`src/rtl/block_window_manager.sv`:
```
// rtl/block_window_manager.sv - per-frame window of upcoming song blocks feeding the pixel block selector
// Build option: define MISS_COUNT_EN to count blocks that expire without being hit (miss_count_out).
module block_window_manager #(
  parameter int NUM_SLOTS   = 12,
  parameter int NUM_BLOCKS  = 256,
  parameter int LOOKAHEAD   = 4096,
  parameter int EXPIRE      = 512,
  parameter int MEM_LATENCY = 2
) (
  input  logic                         clk_in,
  input  logic                         rst_in,
  input  logic [17:0]                  curr_time_in,
  input  logic                         frame_start_in,
  input  logic                         hit_valid_in,
  input  logic [3:0]                   hit_index_in,
  output logic                         hit_ready_out,
  output logic [7:0]                   mem_addr_out,
  input  logic [45:0]                  mem_data_in,
  output logic [NUM_SLOTS-1:0][11:0]   block_x_out,
  output logic [NUM_SLOTS-1:0][11:0]   block_y_out,
  output logic [NUM_SLOTS-1:0][13:0]   block_z_out,
  output logic [NUM_SLOTS-1:0]         block_color_out,
  output logic [NUM_SLOTS-1:0][2:0]    block_direction_out,
  output logic [NUM_SLOTS-1:0]         block_visible_out,
  output logic                         busy_out,
  output logic                         done_out,
  output logic [7:0]                   miss_count_out
);

  localparam int CNT_W = $clog2(NUM_SLOTS + 1);
  localparam int NA_W  = $clog2(NUM_BLOCKS + 1);

  typedef enum logic [2:0] {
    S_IDLE,
    S_EVICT,
    S_FETCH,
    S_WAIT,
    S_LOAD
  } state_t;

  state_t               state;
  logic [17:0]          frame_time_q;
  logic [17:0]          slot_time [NUM_SLOTS];
  logic [11:0]          slot_x    [NUM_SLOTS];
  logic [11:0]          slot_y    [NUM_SLOTS];
  logic [2:0]           slot_dir  [NUM_SLOTS];
  logic [NUM_SLOTS-1:0] slot_color;
  logic [NUM_SLOTS-1:0] slot_hit;
  logic [CNT_W-1:0]     count;
  logic [NA_W-1:0]      next_addr;
  logic [3:0]           wait_cnt;

  // Record fields as laid out in song memory
  logic [17:0] rec_time;
  logic [11:0] rec_x;
  logic [11:0] rec_y;
  logic        rec_color;
  logic [2:0]  rec_dir;

  assign rec_time  = mem_data_in[45:28];
  assign rec_x     = mem_data_in[27:16];
  assign rec_y     = mem_data_in[15:4];
  assign rec_color = mem_data_in[3];
  assign rec_dir   = mem_data_in[2:0];

  logic                 hit_accept;
  logic                 fetch_stop;
  logic                 load_ok;
  logic [NUM_SLOTS-1:0] slot_live;
  logic [NUM_SLOTS-1:0] slot_expired;
  logic                 evict_found;
  logic [CNT_W-1:0]     evict_idx;
  logic [13:0]          slot_z [NUM_SLOTS];

  assign hit_accept = hit_valid_in && hit_ready_out && (32'(hit_index_in) < 32'(count));
  assign fetch_stop = (count == CNT_W'(NUM_SLOTS)) || (next_addr == NA_W'(NUM_BLOCKS));
  // 19-bit compare so frame_time + LOOKAHEAD never wraps
  assign load_ok    = ({1'b0, rec_time} <= ({1'b0, frame_time_q} + 19'(LOOKAHEAD)));

  // Signed distance from the frame time to a block, clamped to the 14-bit z range
  function automatic logic [13:0] sat_z(input logic [17:0] t, input logic [17:0] f);
    logic signed [18:0] d;
    d = $signed({1'b0, t}) - $signed({1'b0, f});
    if (d > 19'sd8191)
      return 14'h1FFF;
    else if (d < -19'sd8192)
      return 14'h2000;
    else
      return d[13:0];
  endfunction

  // Per-slot occupancy, expiry and z distance
  always_comb begin
    for (int i = 0; i < NUM_SLOTS; i++) begin
      slot_live[i]    = (i < int'(count));
      slot_expired[i] = ({1'b0, frame_time_q} > ({1'b0, slot_time[i]} + 19'(EXPIRE)));
      slot_z[i]       = sat_z(slot_time[i], frame_time_q);
    end
  end

  // Lowest occupied slot that is hit or expired; scanning downward leaves the lowest match
  always_comb begin
    evict_found = 1'b0;
    evict_idx   = '0;
    for (int i = NUM_SLOTS - 1; i >= 0; i--) begin
      if (slot_live[i] && (slot_hit[i] || slot_expired[i])) begin
        evict_found = 1'b1;
        evict_idx   = CNT_W'(i);
      end
    end
  end

  // Update sequencer: hit capture, one-per-cycle eviction with compaction, and refill from song memory
  always_ff @(posedge clk_in) begin
    if (rst_in) begin
      state         <= S_IDLE;
      frame_time_q  <= '0;
      count         <= '0;
      next_addr     <= '0;
      wait_cnt      <= '0;
      slot_hit      <= '0;
      slot_color    <= '0;
      hit_ready_out <= 1'b1;
      busy_out      <= 1'b0;
      done_out      <= 1'b0;
      mem_addr_out  <= '0;
      for (int i = 0; i < NUM_SLOTS; i++) begin
        slot_time[i] <= '0;
        slot_x[i]    <= '0;
        slot_y[i]    <= '0;
        slot_dir[i]  <= '0;
      end
    end else begin
      done_out <= 1'b0;
      case (state)
        S_IDLE: begin
          for (int i = 0; i < NUM_SLOTS; i++) begin
            if (hit_accept && (4'(i) == hit_index_in))
              slot_hit[i] <= 1'b1;
          end
          if (frame_start_in) begin
            frame_time_q  <= curr_time_in;
            state         <= S_EVICT;
            busy_out      <= 1'b1;
            hit_ready_out <= 1'b0;
          end
        end

        S_EVICT: begin
          if (evict_found) begin
            for (int j = 0; j < NUM_SLOTS - 1; j++) begin
              if (CNT_W'(j) >= evict_idx) begin
                slot_time[j]  <= slot_time[j+1];
                slot_x[j]     <= slot_x[j+1];
                slot_y[j]     <= slot_y[j+1];
                slot_dir[j]   <= slot_dir[j+1];
                slot_color[j] <= slot_color[j+1];
                slot_hit[j]   <= slot_hit[j+1];
              end
            end
            slot_hit[NUM_SLOTS-1] <= 1'b0;
            count <= count - CNT_W'(1);
          end else begin
            state <= S_FETCH;
          end
        end

        S_FETCH: begin
          if (fetch_stop) begin
            state         <= S_IDLE;
            busy_out      <= 1'b0;
            done_out      <= 1'b1;
            hit_ready_out <= 1'b1;
          end else begin
            mem_addr_out <= 8'(next_addr);
            wait_cnt     <= '0;
            state        <= S_WAIT;
          end
        end

        S_WAIT: begin
          if (int'(wait_cnt) + 2 >= MEM_LATENCY)
            state <= S_LOAD;
          else
            wait_cnt <= wait_cnt + 4'd1;
        end

        S_LOAD: begin
          if (load_ok) begin
            for (int i = 0; i < NUM_SLOTS; i++) begin
              if (CNT_W'(i) == count) begin
                slot_time[i]  <= rec_time;
                slot_x[i]     <= rec_x;
                slot_y[i]     <= rec_y;
                slot_dir[i]   <= rec_dir;
                slot_color[i] <= rec_color;
                slot_hit[i]   <= 1'b0;
              end
            end
            count     <= count + CNT_W'(1);
            next_addr <= next_addr + NA_W'(1);
            state     <= S_FETCH;
          end else begin
            // Record is beyond the lookahead; leave next_addr pointing at it for a later frame
            state         <= S_IDLE;
            busy_out      <= 1'b0;
            done_out      <= 1'b1;
            hit_ready_out <= 1'b1;
          end
        end

        default: state <= S_IDLE;
      endcase
    end
  end

  // Registered slot outputs; unoccupied slots read as zero
  always_ff @(posedge clk_in) begin
    if (rst_in) begin
      block_x_out         <= '0;
      block_y_out         <= '0;
      block_z_out         <= '0;
      block_color_out     <= '0;
      block_direction_out <= '0;
      block_visible_out   <= '0;
    end else begin
      for (int i = 0; i < NUM_SLOTS; i++) begin
        if (slot_live[i]) begin
          block_x_out[i]         <= slot_x[i];
          block_y_out[i]         <= slot_y[i];
          block_z_out[i]         <= slot_z[i];
          block_color_out[i]     <= slot_color[i];
          block_direction_out[i] <= slot_dir[i];
          block_visible_out[i]   <= !slot_hit[i];
        end else begin
          block_x_out[i]         <= '0;
          block_y_out[i]         <= '0;
          block_z_out[i]         <= '0;
          block_color_out[i]     <= 1'b0;
          block_direction_out[i] <= '0;
          block_visible_out[i]   <= 1'b0;
        end
      end
    end
  end

`ifdef MISS_COUNT_EN
  logic evict_miss;

  // The slot chosen for eviction counts as a miss only if it expired without a hit
  always_comb begin
    evict_miss = 1'b0;
    for (int i = NUM_SLOTS - 1; i >= 0; i--) begin
      if (slot_live[i] && (slot_hit[i] || slot_expired[i]))
        evict_miss = slot_expired[i] && !slot_hit[i];
    end
  end

  // Saturating count of missed blocks
  always_ff @(posedge clk_in) begin
    if (rst_in)
      miss_count_out <= '0;
    else if ((state == S_EVICT) && evict_found && evict_miss && (miss_count_out != 8'hFF))
      miss_count_out <= miss_count_out + 8'd1;
  end
`else
  assign miss_count_out = 8'd0;
`endif

endmodule

```
`config.mk`:
```
export PLATFORM = sky130hd
export DESIGN_NAME = block_window_manager
export DESIGN_NICKNAME = d
export VERILOG_FILES = /design/src/rtl/block_window_manager.sv
export SDC_FILE = /design/constraint.sdc
export NUM_CORES = 2
export LEC_CHECK = 0
export ABC_AREA = 1
export BUFFER_PORTS_ARGS = -buffer_cell sky130_fd_sc_hd__buf_4
export CORE_ASPECT_RATIO = 1.25
export CORE_MARGIN = 1.5
export CORE_UTILIZATION = 50
export DETAILED_ROUTE_END_ITERATION = 12
export PLACE_DENSITY = 0.75
export RECOVER_POWER = 50
export SLEW_MARGIN = 20
export SYNTH_ARGS = -nofsm -noshare
export SYNTH_HDL_FRONTEND = slang
export SYNTH_SLANG_ARGS = --single-unit
```
`constraint.sdc`:
```
create_clock -name clk_in -period 5.9 [get_ports clk_in]
set_input_delay 1.18 -clock clk_in [delete_from_list [all_inputs] [get_ports clk_in]]
set_output_delay 1.18 -clock clk_in [all_outputs]
set_load 0.02 [all_outputs]
```
==> qor.yml <==
status:
  status: "finished, violations left"
  violations: "max-capacitance violations, max-slew violations"
sta:
  fin_worst_skew_ns: 0.0524
  layout_setup_ws_ns: 0.779
  finalSetupViolCount: 0
  fin_crit_sh_pct: 86.8
  setup_tns_ns: 0
  max_slew_margin_pct: -76.1
  max_freq_mhz: 195
  period_needed_ns: 5.12
  rsz0062_at_grt: "no"
  finalHoldViolations: 0
  worst_pin_slew_ns: 2.64
  drv_slew: 314
clock_tree:
  h-tree-depth: 3
  root_buffer: "clkbuf_16"
  cts_buffers: 109
  cts_setup_buffers: 0
  clock-sinks: 1129
  cts_tree: "yes"
  cts_resized: 0
  clk_path_buf_depth: 3
  cts.clk_slew.worst_paths_ns: 0.07
  cts_hold_buf: 0
  clk-insertion-delay-late_ns: 0.80
synthesis:
  ys_top_cells_by_area: "edfxtp_1 (28%), dfxtp_1 (20%), ha_1 (10%)"
  synth_area_per_cell_um2: 8.67
  synth_edf_count: 540
  ys_types: 66
  synth_top_area_cell: "edfxtp_1"
  ys_ff_latch: 1129
  yosysTopAreaCellShare_pct: 27.7
  syn_inst: 6756
  ys_seq_area_share_pct: 47.8
  ys_warn_count: 0
  synth_ff_type: "dfxtp_1"
  synth-async-reset-ratio_pct: 0
  syn_area_um2: 58600
global_route:
  grt_first_pass_wirelength_mm: 315
  grt_max_degree: 91
  grt_pass1_vias: 48896
  track_usage_pct: 36.3
  grt_antenna_before_repair: 15
  grt.overflow.total: 0
hold_path:
  hold-path-cell-count: 1
  min_from: "slot_hit[4]"
  hold_class: "reg -> reg"
die:
  pin_count: 607
  core_area_um2: 116000
  rows: 140
  die_x_um: 309
  die_area_um2: 119000
  start_util_pct: 50.4
  die_y_um: 386
route:
  drt-wirelength-per-cell_um: 24.4
  vias: 50932
  postRouteAntennaNets: 0
  drt_iter0_drc: 5121
  drc: 0
  wl_mm: 220
  vias_per_cell: 5.64
  firstDrtPassIters: 6
setup_path:
  r2r_setup_slack_ns: 1.00
  endpoint: "slot_time[2][57]"
  critical_path.max_fanout: 39
  required_ns: 6.28
  rr_endpoint: "block_z_out[131]"
  worstSetupEndpointType: "flip-flop"
  worstPathArrival_ns: 5.50
  worstReg2RegStart: "frame_time_q[14]"
  crit_path_start: "rst_in"
  startpoint_type: "input pin"
  reg2reg_depth: 12
  crit_type: "in -> reg"
placement:
  hpwl_mm: 167
  post-place-ws_ns: 1.39
  gp_congestion: 1.03
  io_buffers: 598
finish:
  area_delta_synth_final_pct: 14.8
  final_net_count: 7927
  fin_util_pct: 57.8
  drive_above_1_share_pct: 7.27
power:
  p_leak_nw: 28.9
  p_per_area_nw_per_um2: 523
  max-vdd-ir-drop_v: 0.000299
flow_run:
  max-cap-violations: 10
cell families after synthesis:
group,synth area share [%]
buffers and inverters,7.60
AOI/OAI and AO/OA,12.4
DFF,47.8
xor gates and xnor gates,4.07
and+or+nand+nor,17.5
adders and majority gates,10.6
other,0.00640
cells in the final DEF (no fill, tap or decap), drive strengths merged, types with 13 or more instances in the layout:
cell,Yosys,routed
a211oi,86,86
a21boi,20,20
a21o,18,18
a21oi,664,664
buf,83,178
clkbuf,154,694
clkinv,48,87
dfxtp,589,589
edfxtp,540,540
ha,475,475
inv,821,836
nand2,822,822
nand3,170,170
nand3b,13,13
nand4,88,88
nor2,1278,1278
nor3,47,47
nor4,17,17
o21a,17,17
o21ai,397,397
o22ai,65,65
xnor2,134,134
xor2,138,138
registers in the layout, summed over array words and instances, names as in the netlist, 9 cells and up:
register,count
frame_time_q,18
block_color_out,12
block_z_out,168
slot_time,216
block_y_out,144
slot_color,12
slot_y,144
slot_hit,12
slot_x,144
block_x_out,144
block_visible_out,12
next_addr,9
slot_dir,36
block_direction_out,36
metal layers:
metal  global-route usage, %  up-vias  part of all wire (%)  wire, um
li1                        -    23511                     -         -
met4                    26.3       24                   8.4     18600
met2                    59.0     2827                    46    101000
met3                    7.22      792                   9.2     20300
met1                    42.7    23778                    36     80400
met5                       0        -                 0.060       132
synth_stat cells, drive strengths merged (18+ instances only):
| master | n |
|---|---|
| a211oi | 86 |
| a21boi | 20 |
| a21o | 18 |
| a21oi | 664 |
| buf | 83 |
| clkbuf | 154 |
| clkinv | 48 |
| dfxtp | 589 |
| edfxtp | 540 |
| ha | 475 |
| inv | 821 |
| nand2 | 822 |
| nand3 | 170 |
| nand4 | 88 |
| nor2 | 1278 |
| nor3 | 47 |
| o21ai | 397 |
| o22ai | 65 |
| xnor2 | 134 |
| xor2 | 138 |
how the worst min path moves through the flow:
stage,end
4_1_cts,block_visible_out[4]
3_3_place_gp,block_visible_out[1]
3_5_place_dp,block_visible_out[4]
5_1_grt,block_visible_out[4]
2_1_floorplan,block_visible_out[10]
6_report,block_visible_out[4]
cell type report:
cell class | count | area [um2]
flip-flops and latches | 1129 | 28000
clock buffers | 141 | 3230
diodes | 6 | 15.0
clock inverters | 67 | 762
inverters | 869 | 3260
multi-input cells | 4528 | 26200
repair buffers | 731 | 3800
fillers | 10724 | 49100
well taps | 1562 | 1950
worst max-delay path, stage by stage:
cell	delay [ns]
clkbuf_1	0.94
inv_1	1.17
clkbuf_1	0.89
nand2_1	0.38
clkbuf_1	0.90
through the flow:
step	instances	hold WS (ns)	instance area, um2	total power [mW]
after detailed placement	8819	0.445	65400	27.8
after global routing	9027	0.477	67200	36.9
after global placement	8819	0.436	65400	27.6
after CTS	9027	0.452	69300	35.4
after floorplan	6763	0.393	58600	21.9
final	9033	0.442	67200	35.2
report_power, final:
| part | switching [mW] | internal (mW) | total (mW) |
|---|---|---|---|
| Sequential | 1.53 | 10.3 | 11.8 |
| Clock | 3.40 | 4.26 | 7.66 |
| Combinational | 10.8 | 4.91 | 15.7 |
No activity file was read; power rests on OpenSTA's default activity.
